===== src/rtl/uart_rx_param.sv =====
// uart_rx_param: parametrised UART receive engine with a show-ahead RX FIFO.
//
// Samples the asynchronous rx line on the shared oversampling baud_tick,
// frames 5..DATA_W bit characters with optional parity and one or two stop
// bits, and stores each character with its parity/framing error flags.
//
// Ports:
//   clk, preset_n              clock, asynchronous active-low reset
//   baud_tick                  one-clk oversample enable (OVS per bit)
//   rx, rx_en                  serial input (async), receiver enable
//   cfg_data_bits/parity_en/parity_odd/stop2
//                              frame format, captured at start-bit detect
//   rd_en                      pop FIFO head
//   rd_data/rd_perr/rd_ferr    head entry (show-ahead, zero while empty)
//   rd_valid, fifo_full, fifo_level
//                              FIFO status
//   overrun, timeout, err_clr  sticky error flags and their clear
//   rts_n                      high when fifo_level >= RTS_THRESH
//   busy                       receiver FSM not idle
//
// Optional feature: define UART_RX_TIMEOUT_EN to build the character-timeout
// counter; without it timeout is tied low.

module uart_rx_param #(
  parameter int unsigned DATA_W        = 8,
  parameter int unsigned OVS           = 16,
  parameter int unsigned FIFO_DEPTH    = 16,
  parameter int unsigned RTS_THRESH    = FIFO_DEPTH - 2,
  parameter int unsigned TIMEOUT_CHARS = 4
) (
  input  logic                        clk,
  input  logic                        preset_n,
  input  logic                        baud_tick,
  input  logic                        rx,
  input  logic                        rx_en,
  input  logic [3:0]                  cfg_data_bits,
  input  logic                        cfg_parity_en,
  input  logic                        cfg_parity_odd,
  input  logic                        cfg_stop2,
  input  logic                        rd_en,
  output logic [DATA_W-1:0]           rd_data,
  output logic                        rd_perr,
  output logic                        rd_ferr,
  output logic                        rd_valid,
  output logic                        fifo_full,
  output logic [$clog2(FIFO_DEPTH):0] fifo_level,
  output logic                        overrun,
  input  logic                        err_clr,
  output logic                        timeout,
  output logic                        rts_n,
  output logic                        busy
);

  localparam int unsigned LVL_W  = $clog2(FIFO_DEPTH) + 1;
  localparam int unsigned PTR_W  = $clog2(FIFO_DEPTH);
  localparam int unsigned CNT_W  = $clog2(OVS);
  localparam int unsigned BIT_IW = $clog2(DATA_W);
  localparam logic [3:0]  MAX_BITS = 4'(DATA_W);

  // Reject parameter sets the datapath cannot represent.
  if (DATA_W < 5 || DATA_W > 9 || OVS < 4 || (OVS % 2) != 0 || FIFO_DEPTH < 2 ||
      (FIFO_DEPTH & (FIFO_DEPTH - 1)) != 0 || RTS_THRESH > FIFO_DEPTH ||
      TIMEOUT_CHARS == 0) begin : g_bad_params
    $error("uart_rx_param: illegal parameter combination");
  end

  typedef enum logic [2:0] {
    S_IDLE,
    S_START,
    S_DATA,
    S_PARITY,
    S_STOP
  } state_e;

  typedef struct packed {
    logic              ferr;
    logic              perr;
    logic [DATA_W-1:0] data;
  } rx_entry_t;

  // Receiver state
  state_e              state_q, state_d;
  logic [CNT_W-1:0]    cnt_q, cnt_d;
  logic [BIT_IW-1:0]   bit_q, bit_d;
  logic                stop_idx_q, stop_idx_d;
  logic [DATA_W-1:0]   data_q, data_d;
  logic                perr_q, perr_d;
  logic                ferr_q, ferr_d;
  logic [3:0]          bits_q, bits_d;
  logic                par_en_q, par_en_d;
  logic                par_odd_q, par_odd_d;
  logic                stop2_q, stop2_d;
  logic                rx_s1_q, rx_s2_q;
  logic                rx_prev_q, rx_prev_d;
  logic [3:0]          bits_eff_c;
  logic                cnt_last_c;
  logic                push_c;
  rx_entry_t           entry_c;

  // FIFO state
  rx_entry_t           mem_q [FIFO_DEPTH];
  rx_entry_t           head_c;
  logic [PTR_W-1:0]    wr_ptr_q, wr_ptr_d;
  logic [PTR_W-1:0]    rd_ptr_q, rd_ptr_d;
  logic [LVL_W-1:0]    level_q, level_d;
  logic                valid_q, valid_d;
  logic                full_q, full_d;
  logic                rts_q, rts_d;
  logic                overrun_q, overrun_d;
  logic                busy_q, busy_d;
  logic                pop_c, push_ok_c;

  // Out-of-range character lengths fall back to the maximum width.
  assign bits_eff_c = (cfg_data_bits < 4'd5 || cfg_data_bits > MAX_BITS) ? MAX_BITS
                                                                         : cfg_data_bits;
  assign cnt_last_c = (cnt_q == CNT_W'(OVS - 1));

  // Two-flop synchroniser, idle-high.
  always_ff @(posedge clk or negedge preset_n) begin
    if (!preset_n) begin
      rx_s1_q <= 1'b1;
      rx_s2_q <= 1'b1;
    end else begin
      rx_s1_q <= rx;
      rx_s2_q <= rx_s1_q;
    end
  end

  // Receiver state register.
  always_ff @(posedge clk or negedge preset_n) begin
    if (!preset_n) begin
      state_q    <= S_IDLE;
      cnt_q      <= '0;
      bit_q      <= '0;
      stop_idx_q <= 1'b0;
      data_q     <= '0;
      perr_q     <= 1'b0;
      ferr_q     <= 1'b0;
      bits_q     <= MAX_BITS;
      par_en_q   <= 1'b0;
      par_odd_q  <= 1'b0;
      stop2_q    <= 1'b0;
      rx_prev_q  <= 1'b1;
    end else begin
      state_q    <= state_d;
      cnt_q      <= cnt_d;
      bit_q      <= bit_d;
      stop_idx_q <= stop_idx_d;
      data_q     <= data_d;
      perr_q     <= perr_d;
      ferr_q     <= ferr_d;
      bits_q     <= bits_d;
      par_en_q   <= par_en_d;
      par_odd_q  <= par_odd_d;
      stop2_q    <= stop2_d;
      rx_prev_q  <= rx_prev_d;
    end
  end

  // Receiver next state; every decision is taken on a baud tick, except
  // rx_en low which aborts the frame immediately.
  always_comb begin
    state_d    = state_q;
    cnt_d      = cnt_q;
    bit_d      = bit_q;
    stop_idx_d = stop_idx_q;
    data_d     = data_q;
    perr_d     = perr_q;
    ferr_d     = ferr_q;
    bits_d     = bits_q;
    par_en_d   = par_en_q;
    par_odd_d  = par_odd_q;
    stop2_d    = stop2_q;
    rx_prev_d  = rx_prev_q;
    push_c     = 1'b0;

    // Line value at the previous tick, for falling-edge detection.
    if (baud_tick) rx_prev_d = rx_s2_q;

    if (!rx_en) begin
      state_d = S_IDLE;
    end else if (baud_tick) begin
      case (state_q)
        S_IDLE: begin
          if (rx_prev_q && !rx_s2_q) begin
            state_d    = S_START;
            cnt_d      = '0;
            bit_d      = '0;
            stop_idx_d = 1'b0;
            data_d     = '0;
            perr_d     = 1'b0;
            ferr_d     = 1'b0;
            bits_d     = bits_eff_c;
            par_en_d   = cfg_parity_en;
            par_odd_d  = cfg_parity_odd;
            stop2_d    = cfg_stop2;
          end
        end
        S_START: begin
          if (cnt_q == CNT_W'(OVS / 2 - 1)) begin
            cnt_d   = '0;
            state_d = rx_s2_q ? S_IDLE : S_DATA;
          end else begin
            cnt_d = cnt_q + CNT_W'(1);
          end
        end
        S_DATA: begin
          if (cnt_last_c) begin
            cnt_d         = '0;
            data_d[bit_q] = rx_s2_q;
            if (bit_q == BIT_IW'(bits_q - 4'd1)) begin
              bit_d   = '0;
              state_d = par_en_q ? S_PARITY : S_STOP;
            end else begin
              bit_d = bit_q + BIT_IW'(1);
            end
          end else begin
            cnt_d = cnt_q + CNT_W'(1);
          end
        end
        S_PARITY: begin
          if (cnt_last_c) begin
            cnt_d   = '0;
            perr_d  = ((^data_q) ^ rx_s2_q) != par_odd_q;
            state_d = S_STOP;
          end else begin
            cnt_d = cnt_q + CNT_W'(1);
          end
        end
        S_STOP: begin
          if (cnt_last_c) begin
            cnt_d = '0;
            if (!rx_s2_q) ferr_d = 1'b1;
            if (stop2_q && !stop_idx_q) begin
              stop_idx_d = 1'b1;
            end else begin
              push_c  = 1'b1;
              state_d = S_IDLE;
            end
          end else begin
            cnt_d = cnt_q + CNT_W'(1);
          end
        end
        default: state_d = S_IDLE;
      endcase
    end
  end

  // ferr_d includes the stop sample taken on the push edge itself.
  always_comb begin
    entry_c      = '0;
    entry_c.ferr = ferr_d;
    entry_c.perr = perr_q;
    entry_c.data = data_q;
  end

  // FIFO control; a push into a full FIFO only lands if a pop frees a slot
  // on the same edge.
  always_comb begin
    pop_c     = rd_en && valid_q;
    push_ok_c = push_c && (!full_q || pop_c);
    wr_ptr_d  = push_ok_c ? wr_ptr_q + PTR_W'(1) : wr_ptr_q;
    rd_ptr_d  = pop_c ? rd_ptr_q + PTR_W'(1) : rd_ptr_q;
    case ({push_ok_c, pop_c})
      2'b10:   level_d = level_q + LVL_W'(1);
      2'b01:   level_d = level_q - LVL_W'(1);
      default: level_d = level_q;
    endcase
    valid_d   = (level_d != '0);
    full_d    = (level_d == LVL_W'(FIFO_DEPTH));
    rts_d     = (level_d >= LVL_W'(RTS_THRESH));
    overrun_d = overrun_q;
    if (err_clr) overrun_d = 1'b0;
    if (push_c && full_q && !pop_c) overrun_d = 1'b1;
    busy_d    = (state_d != S_IDLE);
  end

  always_ff @(posedge clk or negedge preset_n) begin
    if (!preset_n) begin
      wr_ptr_q  <= '0;
      rd_ptr_q  <= '0;
      level_q   <= '0;
      valid_q   <= 1'b0;
      full_q    <= 1'b0;
      rts_q     <= 1'b0;
      overrun_q <= 1'b0;
      busy_q    <= 1'b0;
    end else begin
      wr_ptr_q  <= wr_ptr_d;
      rd_ptr_q  <= rd_ptr_d;
      level_q   <= level_d;
      valid_q   <= valid_d;
      full_q    <= full_d;
      rts_q     <= rts_d;
      overrun_q <= overrun_d;
      busy_q    <= busy_d;
    end
  end

  // Storage array; contents are only visible through the valid-gated head.
  always_ff @(posedge clk) begin
    if (push_ok_c) mem_q[wr_ptr_q] <= entry_c;
  end

  assign head_c     = mem_q[rd_ptr_q];
  assign rd_data    = valid_q ? head_c.data : '0;
  assign rd_perr    = valid_q & head_c.perr;
  assign rd_ferr    = valid_q & head_c.ferr;
  assign rd_valid   = valid_q;
  assign fifo_full  = full_q;
  assign fifo_level = level_q;
  assign overrun    = overrun_q;
  assign rts_n      = rts_q;
  assign busy       = busy_q;

`ifdef UART_RX_TIMEOUT_EN
  localparam int unsigned TO_MAX = TIMEOUT_CHARS * (DATA_W + 4) * OVS;
  localparam int unsigned TO_W   = $clog2(TO_MAX + 1);

  logic [TO_W-1:0] to_cnt_q, to_cnt_d;
  logic [TO_W-1:0] to_limit_c;
  logic [3:0]      frame_bits_c;
  logic            timeout_q, timeout_d;

  // Frame length in bits: start + data + optional parity + stop bits.
  assign frame_bits_c = 4'd1 + bits_eff_c + {3'b000, cfg_parity_en} + (cfg_stop2 ? 4'd2 : 4'd1);
  assign to_limit_c   = TO_W'(TIMEOUT_CHARS * OVS * 32'(frame_bits_c));

  // Idle tick counter; restarts on FIFO activity, saturates at the limit.
  always_comb begin
    to_cnt_d  = to_cnt_q;
    timeout_d = timeout_q;
    if (pop_c || err_clr) timeout_d = 1'b0;
    if (push_c || pop_c) begin
      to_cnt_d = '0;
    end else if (valid_q && state_q == S_IDLE && baud_tick && to_cnt_q < to_limit_c) begin
      to_cnt_d = to_cnt_q + TO_W'(1);
      if (to_cnt_d == to_limit_c) timeout_d = 1'b1;
    end
  end

  always_ff @(posedge clk or negedge preset_n) begin
    if (!preset_n) begin
      to_cnt_q  <= '0;
      timeout_q <= 1'b0;
    end else begin
      to_cnt_q  <= to_cnt_d;
      timeout_q <= timeout_d;
    end
  end

  assign timeout = timeout_q;
`else
  assign timeout = 1'b0;
`endif

endmodule


===== config.mk =====
export PLATFORM = sky130hd
export DESIGN_NAME = uart_rx_param
export DESIGN_NICKNAME = d
export VERILOG_FILES = /design/src/rtl/uart_rx_param.sv
export SDC_FILE = /design/constraint.sdc
export NUM_CORES = 1
export LEC_CHECK = 0
export ABC_AREA = 0
export ABC_CLOCK_PERIOD_IN_PS = 2880
export CORE_ASPECT_RATIO = 2
export CORE_UTILIZATION = 30
export DETAILED_ROUTE_END_ITERATION = 8
export PLACE_DENSITY_LB_ADDON = 0.08
export REMOVE_ABC_BUFFERS = 1
export SLEW_MARGIN = 20
export SYNTH_ARGS = -nofsm -noshare
export SYNTH_HDL_FRONTEND = slang
export SYNTH_SLANG_ARGS = --single-unit

===== constraint.sdc =====
create_clock -name clk -period 2.88 [get_ports clk]
set_input_delay 0.864 -clock clk [delete_from_list [all_inputs] [get_ports clk]]
set_output_delay 0.864 -clock clk [all_outputs]
set_load 0.05 [all_outputs]

Yosys cells after proc, flatten, opt, wreduce, memory -nomap -nowiden
Memory sizes are Yosys's and may differ from the RTL's.
Index checks and enable logic that the tools add are counted.
{"block": "totals", "register_bits": 48, "mem_bits_rw": 160, "inputBits": 14, "output_inout_bits": 21, "elab_cells": 132, "mem_count": 1}
{"name": "mem_q", "words": 16, "word_bits": 10, "read_ports": 1, "rd_ports_with_merged_regs": 0, "wr": 1, "line": "101", "rtl": "rx_entry_t mem_q [FIFO_DEPTH];"}
{"block": "classes", "add_sub_neg": 7, "n_lt_le_gt_ge": 5, "n_eq_ne": 16, "n_mux": 50, "bitwise_logic": 3, "n_reduce_logical": 28}
{"operator": "2-to-1 mux 3 bit", "n": 14}
{"operator": "2-to-1 mux 8 bit", "n": 3}
{"operator": "2-to-1 mux 1 bit", "n": 19}
{"operator": "one-hot mux 8 bit (2 select lines)", "n": 1}
{"operator": "one-hot mux 3 bit (5 select lines)", "n": 1}
{"operator": "adder 4 x 1 -> 4 bit (second input constant)", "n": 3}
{"operator": "2-to-1 mux 4 bit", "n": 3}
{"operator": "one-hot mux 4 bit (3 select lines)", "n": 1}
{"operator": "!= test 2 bit (second input constant)", "n": 5}
{"operator": "one-hot mux 5 bit (2 select lines)", "n": 1}
{"operator": "AND reduction 5 bit", "n": 2}
{"operator": "bitwise mux 8 bit", "n": 1}
{"operator": "AND reduction 4 bit", "n": 2}
{"operator": "nonzero test 2 bit", "n": 4}
{"operator": "parity 8 bit", "n": 1}
{"operator": "logical AND 1 bit", "n": 7}
{"operator": "== test 3 x 2 -> 1 bit (second input constant)", "n": 2}
{"operator": "one-hot mux 1 bit (2 select lines)", "n": 3}
{"operator": "one-hot mux 3 bit (2 select lines)", "n": 1}
{"operator": "AND reduction 6 bit", "n": 1}
{"operator": "nonzero test 3 bit", "n": 2}
{"operator": "adder 5 x 1 -> 5 bit (second input constant)", "n": 1}
{"operator": "== test 5 bit (second input constant)", "n": 1}
{"operator": ">= comparator 5 x 4 -> 1 bit (second input constant)", "n": 1}
{"operator": "other kinds (24)", "n": 29}

Logic depth before layout (Yosys ltp)
Gate-level depths: netlist of run 1.
{"block": "depth", "depth_word": 11, "ltp_mapped": 16, "depth_no_buf": 14}

Worst setup path after synthesis of run 1
Ideal clock, no wire load.
{"block": "synth_timing", "path_type": "input to register", "startpoint": "input port baud_tick", "endpoint": "register full_q, in the netlist fifo_full", "setup_time_ns": 0.105, "arrival_time_ns": 3.329, "required_ns": 2.775, "slack_ns": -0.554, "path_stages": 14, "path_buffers": 1, "cell_sequence": "nor4bb_1 -> nand4_1 -> a21oi_2 -> inv_1 -> ha_1 -> clkbuf_1 -> xor2_1 -> ha_1 -> a21oi_1 -> xnor2_1 -> nand2b_1 -> xor2_1 -> inv_1 -> nor4b_1"}
{"block": "synth_via", "elab_chain_len": 6, "elab_cells_between_ends": 7, "classes_between": "eq/ne (3); mux (3); reduce/logical (1)"}
{"element": "start, declared", "line": "33", "rtl": "input logic baud_tick,"}
{"element": "2-to-1 mux 1 bit *", "line": "182", "rtl": "end else if (baud_tick) begin"}
{"element": "2-to-1 mux 1 bit *", "line": "180", "rtl": "if (!rx_en) begin"}
{"element": "logical AND 1 bit *", "line": "261", "rtl": "push_ok_c = push_c && (!full_q || pop_c);"}
{"element": "== test 2 x 1 -> 1 bit or == test 2 bit (tied branches)", "line": "264", "rtl": "case ({push_ok_c, pop_c})"}
{"element": "one-hot mux 5 bit (2 select lines) *", "line": "264"}
{"element": "named net level_d[2]", "line": "105", "rtl": "logic [LVL_W-1:0] level_q, level_d;"}
{"element": "== test 5 bit *", "line": "270", "rtl": "full_d = (level_d == LVL_W'(FIFO_DEPTH));"}
{"element": "named net full_d", "line": "107", "rtl": "logic full_q, full_d;"}
{"element": "end signal, assigned", "line": "293", "rtl": "full_q <= full_d;"}
{"element": "end, declared", "line": "107"}
Mark *: on every way through the listed nets, which the timed path passes. The rest lies on a longest branch.
A chain may end at the register's enable or synchronous reset.

Final worst setup path of run 1
{"block": "layout_timing", "startpoint": "register rd_ptr_q[0]", "endpoint": "output port rd_data[0]"}
{"block": "layout_via", "elab_chain_len": 2}
{"element": "start, declared", "line": "104", "rtl": "logic [PTR_W-1:0] rd_ptr_q, rd_ptr_d;"}
{"element": "start signal, assigned", "line": "290", "rtl": "rd_ptr_q <= rd_ptr_d;"}
{"element": "memory read (16 x 10 bit)"}
{"element": "2-to-1 mux 8 bit", "line": "306", "rtl": "assign rd_data = valid_q ? head_c.data : '0;"}
{"element": "end, declared", "line": "41", "rtl": "output logic [DATA_W-1:0] rd_data,"}
Every way passes these cells.

==> impl_results.md, run 1 <==
* Critical Path Start Type: register
* WP buf/inv at 3
* Clk_skew at 0.007908 ns
* Share of layout cells above drive strength 1 at 33.02%
* PortBufs at 33
* Chip width at 123.0 µm
* N_diodes at 0
* Worst-path cell chain: buf_12 > buf_16 > mux4_2 > mux4_2 > and2_4 > buf_6
* Critical-path top delay cell: mux4_2
* First-pass GRT wire length at 32.11 mm
* R2R Path Start: state_q[0]
* Top-count cell post-synth: edfxtp_1
* H-tree depth at 1
* Fillers at 2,748
* Yosys top cell by area: edfxtp_1
* Vias at 4,788
* Max-Cap Viols at 0
* Slew headroom at 53.59%
* Initial Util at 30.44%
* Most frequent cells after synthesis: edfxtp_1 (160), mux4_2 (50), dfrtp_1 (45)
* Post-DP HPWL at 14.28 mm
* Setup ws final at -0.5247 ns
* Worst-path maximum fanout at 7
* Register area at 0.006011 mm²
* Number of antenna violations at the first check in global routing at 0
* Reg2Reg Setup Slack at 0.01 ns
* GPL Wtd Cong at 0.7576
* Fin area at 0.01109 mm²
* Nets at 644
* CP delay by family, top: multiplexers
* P_leak at 0.003775 µW
* EDFF count, synth at 160
* Top-area cell type share of the netlist area at 54.72%
* Final Max Tran Viols at 0
* Initial detailed-routing violation count at 205
* Largest net degree at the start of global routing at 44
* Via/cell ratio at 4.822
* Gr usage total at 14.86%
* Failing checks: setup timing
* R2R depth at 15
* Max Buffers Root-to-Sink at 3
* Worst setup path category: register to output pin
* CP peak stage delay at 0.51 ns
* PwrDens at 634.5 mW/mm²
* Drt first pass iters at 4
* Row cnt at 88
* Synth top area cells: edfxtp_1 (55%), dfrtp_1 (13%), mux4_2 (13%)
* Asr flop ratio synth at 23.08%
* Final Critical Period at 3.405 ns
* Area of the multi-input gates at 0.002689 mm²
* RSZ-0062 raised after global routing: true
* Avg Cell Area, Syn at 16.89 µm²
* Yosys warnings at 0
* Register area share after synthesis at 68.44%
* Final worst-path cycle share at 118.2%
* Cells after Synth at 520
* Core area at 0.02885 mm²
* I/O Pins at 35
* Peak VDD IR at 375.7 µV
* Post-route ant nets at 0
* Worst-skew pair later-pin latency at 0.50 ns
* Die Area at 0.03000 mm²
* Top FF cell, synth: edfxtp_1
* Die Ht at 244.0 µm
* Critical Path End Type: output pin
* Clock slew at reported path FFs at 0.06 ns
* Wirelength, routed at 20.92 mm
* Hold crit path type: input port to asynchronous set/reset pin
* Required @ worst endpoint at 2.02 ns
* Critical path arrival at 2.54 ns
* Clock sinks at 208
* RR Endpoint: fifo_full
* #FFs+latches synth at 208
* TritonCTS clock tree: built
* Placed cell count at 946
* Vias in the first global route at 5,233
* Status: complete, but fails checks
* Final setup fails at 10
* CTS Buf Count at 20
* Least-Margin Pin Slew at 0.6961 ns
* Power Total at 7040 µW
* Area of placed instances at 0.01007 mm²
* DRC at 0
* Final hold vios at 0
* FMAX at 0.2937 GHz
* Layout area overhead at 26.35%
* Synthesized cell area at 0.008781 mm²
* WL/cell at 21.06 µm
* CP most frequent cell: mux4_2
* Yosys cell types at 56
* GRT overflow at 0
* Final cell count without fillers at 993
* Clk root buf: clkbuf_16
## worst max path at each step
stage          cells past startpoint        start       endpoint
4_1_cts                            7  rd_ptr_q[0]     rd_data[4]
2_1_floorplan                      3  rd_ptr_q[0]     rd_data[0]
3_3_place_gp                      15    baud_tick  fifo_level[4]
6_report                           6  rd_ptr_q[0]     rd_data[0]
3_5_place_dp                      15    baud_tick      fifo_full
5_1_grt                            6  rd_ptr_q[0]        rd_perr
## cells in the final DEF, fill, tap and decap left out, types with 3 or more instances in the layout
cell and n:
nand4_1 6, nand2b_1 7, buf_6 13, nor3_1 5, clkbuf_1 4, inv_1 16, a211oi_1 3, a21oi_1 5
nand2_1 26, clkbuf_8 4, and2_4 10, clkdlybuf4s50_1 20, clkinv_2 3, o21ai_0 25, buf_4 47, mux2_2 7
dfstp_2 3, xnor2_1 20, dfrtp_1 44, a31oi_1 3, clkbuf_16 21, nor3_2 4, buf_12 18, edfxtp_1 160
ha_1 9, bufinv_16 3, mux4_2 50, o21a_1 4, nand3_1 4, buf_16 3, nor2_1 27
## report_power, final
part	switching, µW	leakage [µW]	internal (µW)
logic	399	0.00141	432
clock network	1130	0.000351	1710
registers	80.6	0.00201	3290
## registers in the layout (all words and copies together), names as in the netlist, 3 cells and up
signal      flops
mem_q         160
bits_q          3
cnt_q           4
state_q         3
fifo_level      5
wr_ptr_q        4
data_q          8
bit_q           3
rd_ptr_q        4
## cell type report
| cell class | count | share of cell area, % |
|---|---|---|
| clock buffers | 29 | 5.368 |
| flip-flops and latches | 208 | 54.18 |
| multi-input cells | 267 | 24.24 |
| well taps | 360 | 4.060 |
| inverters | 18 | 0.6090 |
| repair buffers | 104 | 10.52 |
| clock inverters | 7 | 1.026 |
## worst reg2reg max path: cells and delay by family (launching register included)
| kind | cells | cell delay (ns) |
|---|---|---|
| simple gates | 4 | 0.79 |
| xor+xnor | 3 | 0.50 |
| buf+inv | 4 | 0.43 |
| flops | 1 | 0.40 |
| fa+ha+maj | 2 | 0.39 |
| compound gates | 2 | 0.27 |
## kinds of logic (layout without fill, tap and decap cells)
kind of cell | count (synthesis) | count (layout) | synth area share (%)
flip-flops | 208 | 208 | 68.44
AND/OR/NAND/NOR | 107 | 107 | 6.341
AO/OA/AOI/OAI | 64 | 64 | 4.674
multiplexers | 59 | 59 | 13.95
buffers and inverters | 45 | 158 | 2.323
XOR/XNOR | 25 | 25 | 2.665
adder cells (fa/ha/maj) | 11 | 11 | 1.567
other | 1 | 1 | 0.04271
## metrics by stage
step | TNS (ns) | utilization [%] | setup WS, ns | hold WS, ns
floorplan | -15.29 | - | -1.143 | 0.3452
global placement | -48.85 | 34.92 | -1.020 | 0.3477
detailed placement | -48.83 | 34.92 | -1.013 | 0.3487
CTS | -5.623 | 38.33 | -0.6050 | 0.3346
global route | -6.191 | 38.46 | -0.5998 | 0.3533
finish | -4.860 | 38.46 | -0.5247 | 0.3295
## layer usage
layer  GRT usage [%]  vias to the layer above  part of all wire, %
met3           1.796                       31                  2.5
met2           29.08                       57                   59
met1           15.43                     2484                   36
met4           5.918                        0                  2.9
met5               0                        -                    0
li1                -                     2216                    -
## timing repair
action	in CTS	in global routing
hold buffers	0	0
pin swaps	7	10
buffers inserted	7	2
endpoints found under the setup margin	16	14
cloned	3	0
resized for setup	40	12
No activity file was read; power rests on OpenSTA's default activity.
==> run 2, diff against run 1 <==
Settings changed: CAP_MARGIN from default to 10.
==> results of run 2 <==
The final DEF is identical to that of run 1; final timing and power are the same.
==> run 3, diff against run 2 <==
Settings changed: ABC_CLOCK_PERIOD_IN_PS 2880 to 4300, SKIP_CTS_REPAIR_TIMING from default to 1.
Clock period 2.88 ns to 4.3 ns, I/O delays scaled along.
==> impl_results.md, run 3 (synthesis gave the netlist of run 1 again) <==
* Share of layout cells above drive strength 1 at 24.17% (-8.9 points)
* Final Critical Period at 4.139 ns
* WL/cell at 21.28 µm (+1.0%)
* Chip width at 123.0 µm (unchanged)
* Clock slew at reported path FFs at 0.06 ns (about the same)
* Seq pwr share at 52.1% (+4.3 points)
* WP buf/inv at 2 (-1)
* PortBufs at 33 (unchanged)
* CP delay by family, top: multiplexers
* DRC at 0 (unchanged)
* Critical Path Start Type: register
* Placed cell count at 924 (-2.3%)
* Net Sw Frac at 23.29% (+0.41 points)
* Final Max Tran Viols at 0 (unchanged)
* Die Ht at 244.0 µm (unchanged)
* Worst setup path category: register to output pin
* Wirelength, routed at 20.43 mm (-2.3%)
* N_diodes at 0 (unchanged)
* Largest net degree at the start of global routing at 37 (-16%)
* Worst hold margin at 0.3559 ns (+0.02645 ns)
* Max-Cap Viols at 0 (unchanged)
* Initial detailed-routing violation count at 227 (+11%)
* Worst-skew pair later-pin latency at 0.50 ns (about the same)
* First-pass GRT wire length at 31.35 mm (-2.4%)
* RSZ-0062 raised after global routing: false
* GPL Wtd Cong at 0.7500 (-1.0%)
* Clock share of power at 38.7% (-1.7 points)
* Post-route ant nets at 0 (unchanged)
* Slew headroom at 42.24% (-11 points)
* Final worst-path cycle share at 96.26%
* Final cell count without fillers at 960 (-3.3%)
* GRT overflow at 0 (unchanged)
* FMAX at 0.2416 GHz
* Core area at 0.02885 mm² (unchanged)
* PwrDens at 421.8 mW/mm² (-34%)
* Clk_skew at 0.009468 ns (+0.001561 ns)
* Drt first pass iters at 4 (unchanged)
* Required @ worst endpoint at 3.01 ns (+0.99 ns)
* Register with the most flip-flops: mem_q
* Nets at 611 (-5.1%)
* TritonCTS clock tree: built
* Sw power at 1017 µW (-37%)
* Critical-path top delay cell: dfrtp_2
* Most frequent cells in the layout: edfxtp_1 (160), mux4_2 (50), dfrtp_1 (43), buf_4 (43), nor2_1 (27)
* Most common cell after layout, fill and taps aside: edfxtp_1
* Hold crit path type: register to register
* Max Buffers Root-to-Sink at 3 (unchanged)
* Status: completed
* Number of antenna violations at the first check in global routing at 0 (unchanged)
* Least-Margin Pin Slew at 0.8665 ns (+0.1704 ns)
* Critical path arrival at 2.85 ns (+0.31 ns)
* Critical Path End Type: output pin
* Die Area at 0.03000 mm² (unchanged)
* Clk root buf: clkbuf_16
* Final hold vios at 0 (unchanged)
* P_leak at 0.003516 µW (-6.9%)
* Initial Util at 30.44% (unchanged)
* Gr usage total at 14.47% (-0.39 points)
* Via/cell ratio at 4.888 (+1.4%)
* Vias at 4,692 (-2.0%)
* Max reg flops at 160 (unchanged)
* Fillers at 2,809 (+2.2%)
* Post-DP HPWL at 14.18 mm (-0.69%)
* Share of total power in combinational logic at 9.2% (-2.6 points)
* Clock sinks at 208 (unchanged)
* CTS Buf Count at 20 (unchanged)
* P_int at 3349 µW (-38%)
* Vias in the first global route at 5,035 (-3.8%)
* Layout area overhead at 17.85%
* Setup TNS at 0 ns (+4.860 ns)
* Worst-path maximum fanout at 22 (+15)
* I/O Pins at 35 (unchanged)
* CP peak stage delay at 0.66 ns (+0.15 ns)
* Final setup fails at 0 (-10)
* Worst-path cell chain: buf_4 > mux4_2 > mux4_2 > and2_1 > buf_4
* H-tree depth at 1 (unchanged)
* Peak VDD IR at 243.4 µV (-35%)
* Row cnt at 88 (unchanged)
==> run 3: cell types whose count changed in the layout (fill, tap and decap cells not counted), sizes merged <==
cell / change
clkbuf: -1
inv: -1
bufinv: -2
buf: -38
clkdlybuf4s50: +2
clkinvlp: +1
clkinv: +3
dlymetal6s2s: +3
==> run 3: path summary, 6_finish.rpt <==
check / start / to / slack, ns / cells past startpoint
setup / recovery: rd_ptr_q[1] / rd_data[7] / 0.16 / 5
hold / removal: rx_s1_q / rx_s2_q / 0.36 / 0
setup reg to reg: cnt_q[0] / fifo_full / 1.13 / 13
hold reg to reg: rx_s1_q / rx_s2_q / 0.36 / 0
max in group asynchronous: preset_n / bit_q[1] / 2.67 / 2
min in group asynchronous: preset_n / rd_ptr_q[2] / 0.91 / 1
==> run 3: layer usage <==
layer / up-vias / track usage [%] / wire, µm
met2: 64 / 29.46 / 12360
met3: 21 / 1.399 / 512
met5: - / 0 / 0
met4: 0 / 4.429 / 421
li1: 2145 / - / -
met1: 2462 / 14.78 / 7137
==> run 3: cell type report <==
type / instances / area (µm²) / share of cell area [%]
clock buffer: 28 / 551.8 / 5.332
clock inverter: 8 / 63.81 / 0.6166
inverter: 18 / 67.56 / 0.6529
multi-input combinational: 267 / 2582 / 24.95
sequential: 208 / 6012 / 58.09
tap: 360 / 450.4 / 4.353
timing repair buffer: 71 / 620.6 / 5.997
==> run 3: through the flow <==
step                      instance area [µm²]  worst slack (ns)  power [µW]  utilization, %
after floorplan                          8645           -0.1494        2578               -
after global placement                   9717         -0.008793        2724           33.68
after detailed placement                 9717          -0.05779        2730           33.68
after CTS                               10330           -0.2301        4438           35.82
after global routing                    10350           0.01295        4546           35.87
final                                   10350            0.1607        4365           35.87
==> run 3: worst reg2reg max path, stage by stage (launching register included) <==
cell,delay (ns)
dfrtp_1,0.37
ha_1,0.27
and3_1,0.35
nand4_1,0.20
a21oi_2,0.18
inv_1,0.07
ha_1,0.20
xor2_1,0.17
ha_1,0.23
o31ai_1,0.20
nand2_1,0.08
o31ai_1,0.26
xnor2_1,0.19
nor4b_1,0.28
==> run 3: power groups by stage <==
stage,clock network (µW),registers [µW],logic [µW]
after floorplan,0,2340,241
after global placement,0,2320,409
final,1690,2270,402
after detailed placement,0,2320,412
after global routing,1820,2280,445
after CTS,1750,2280,413
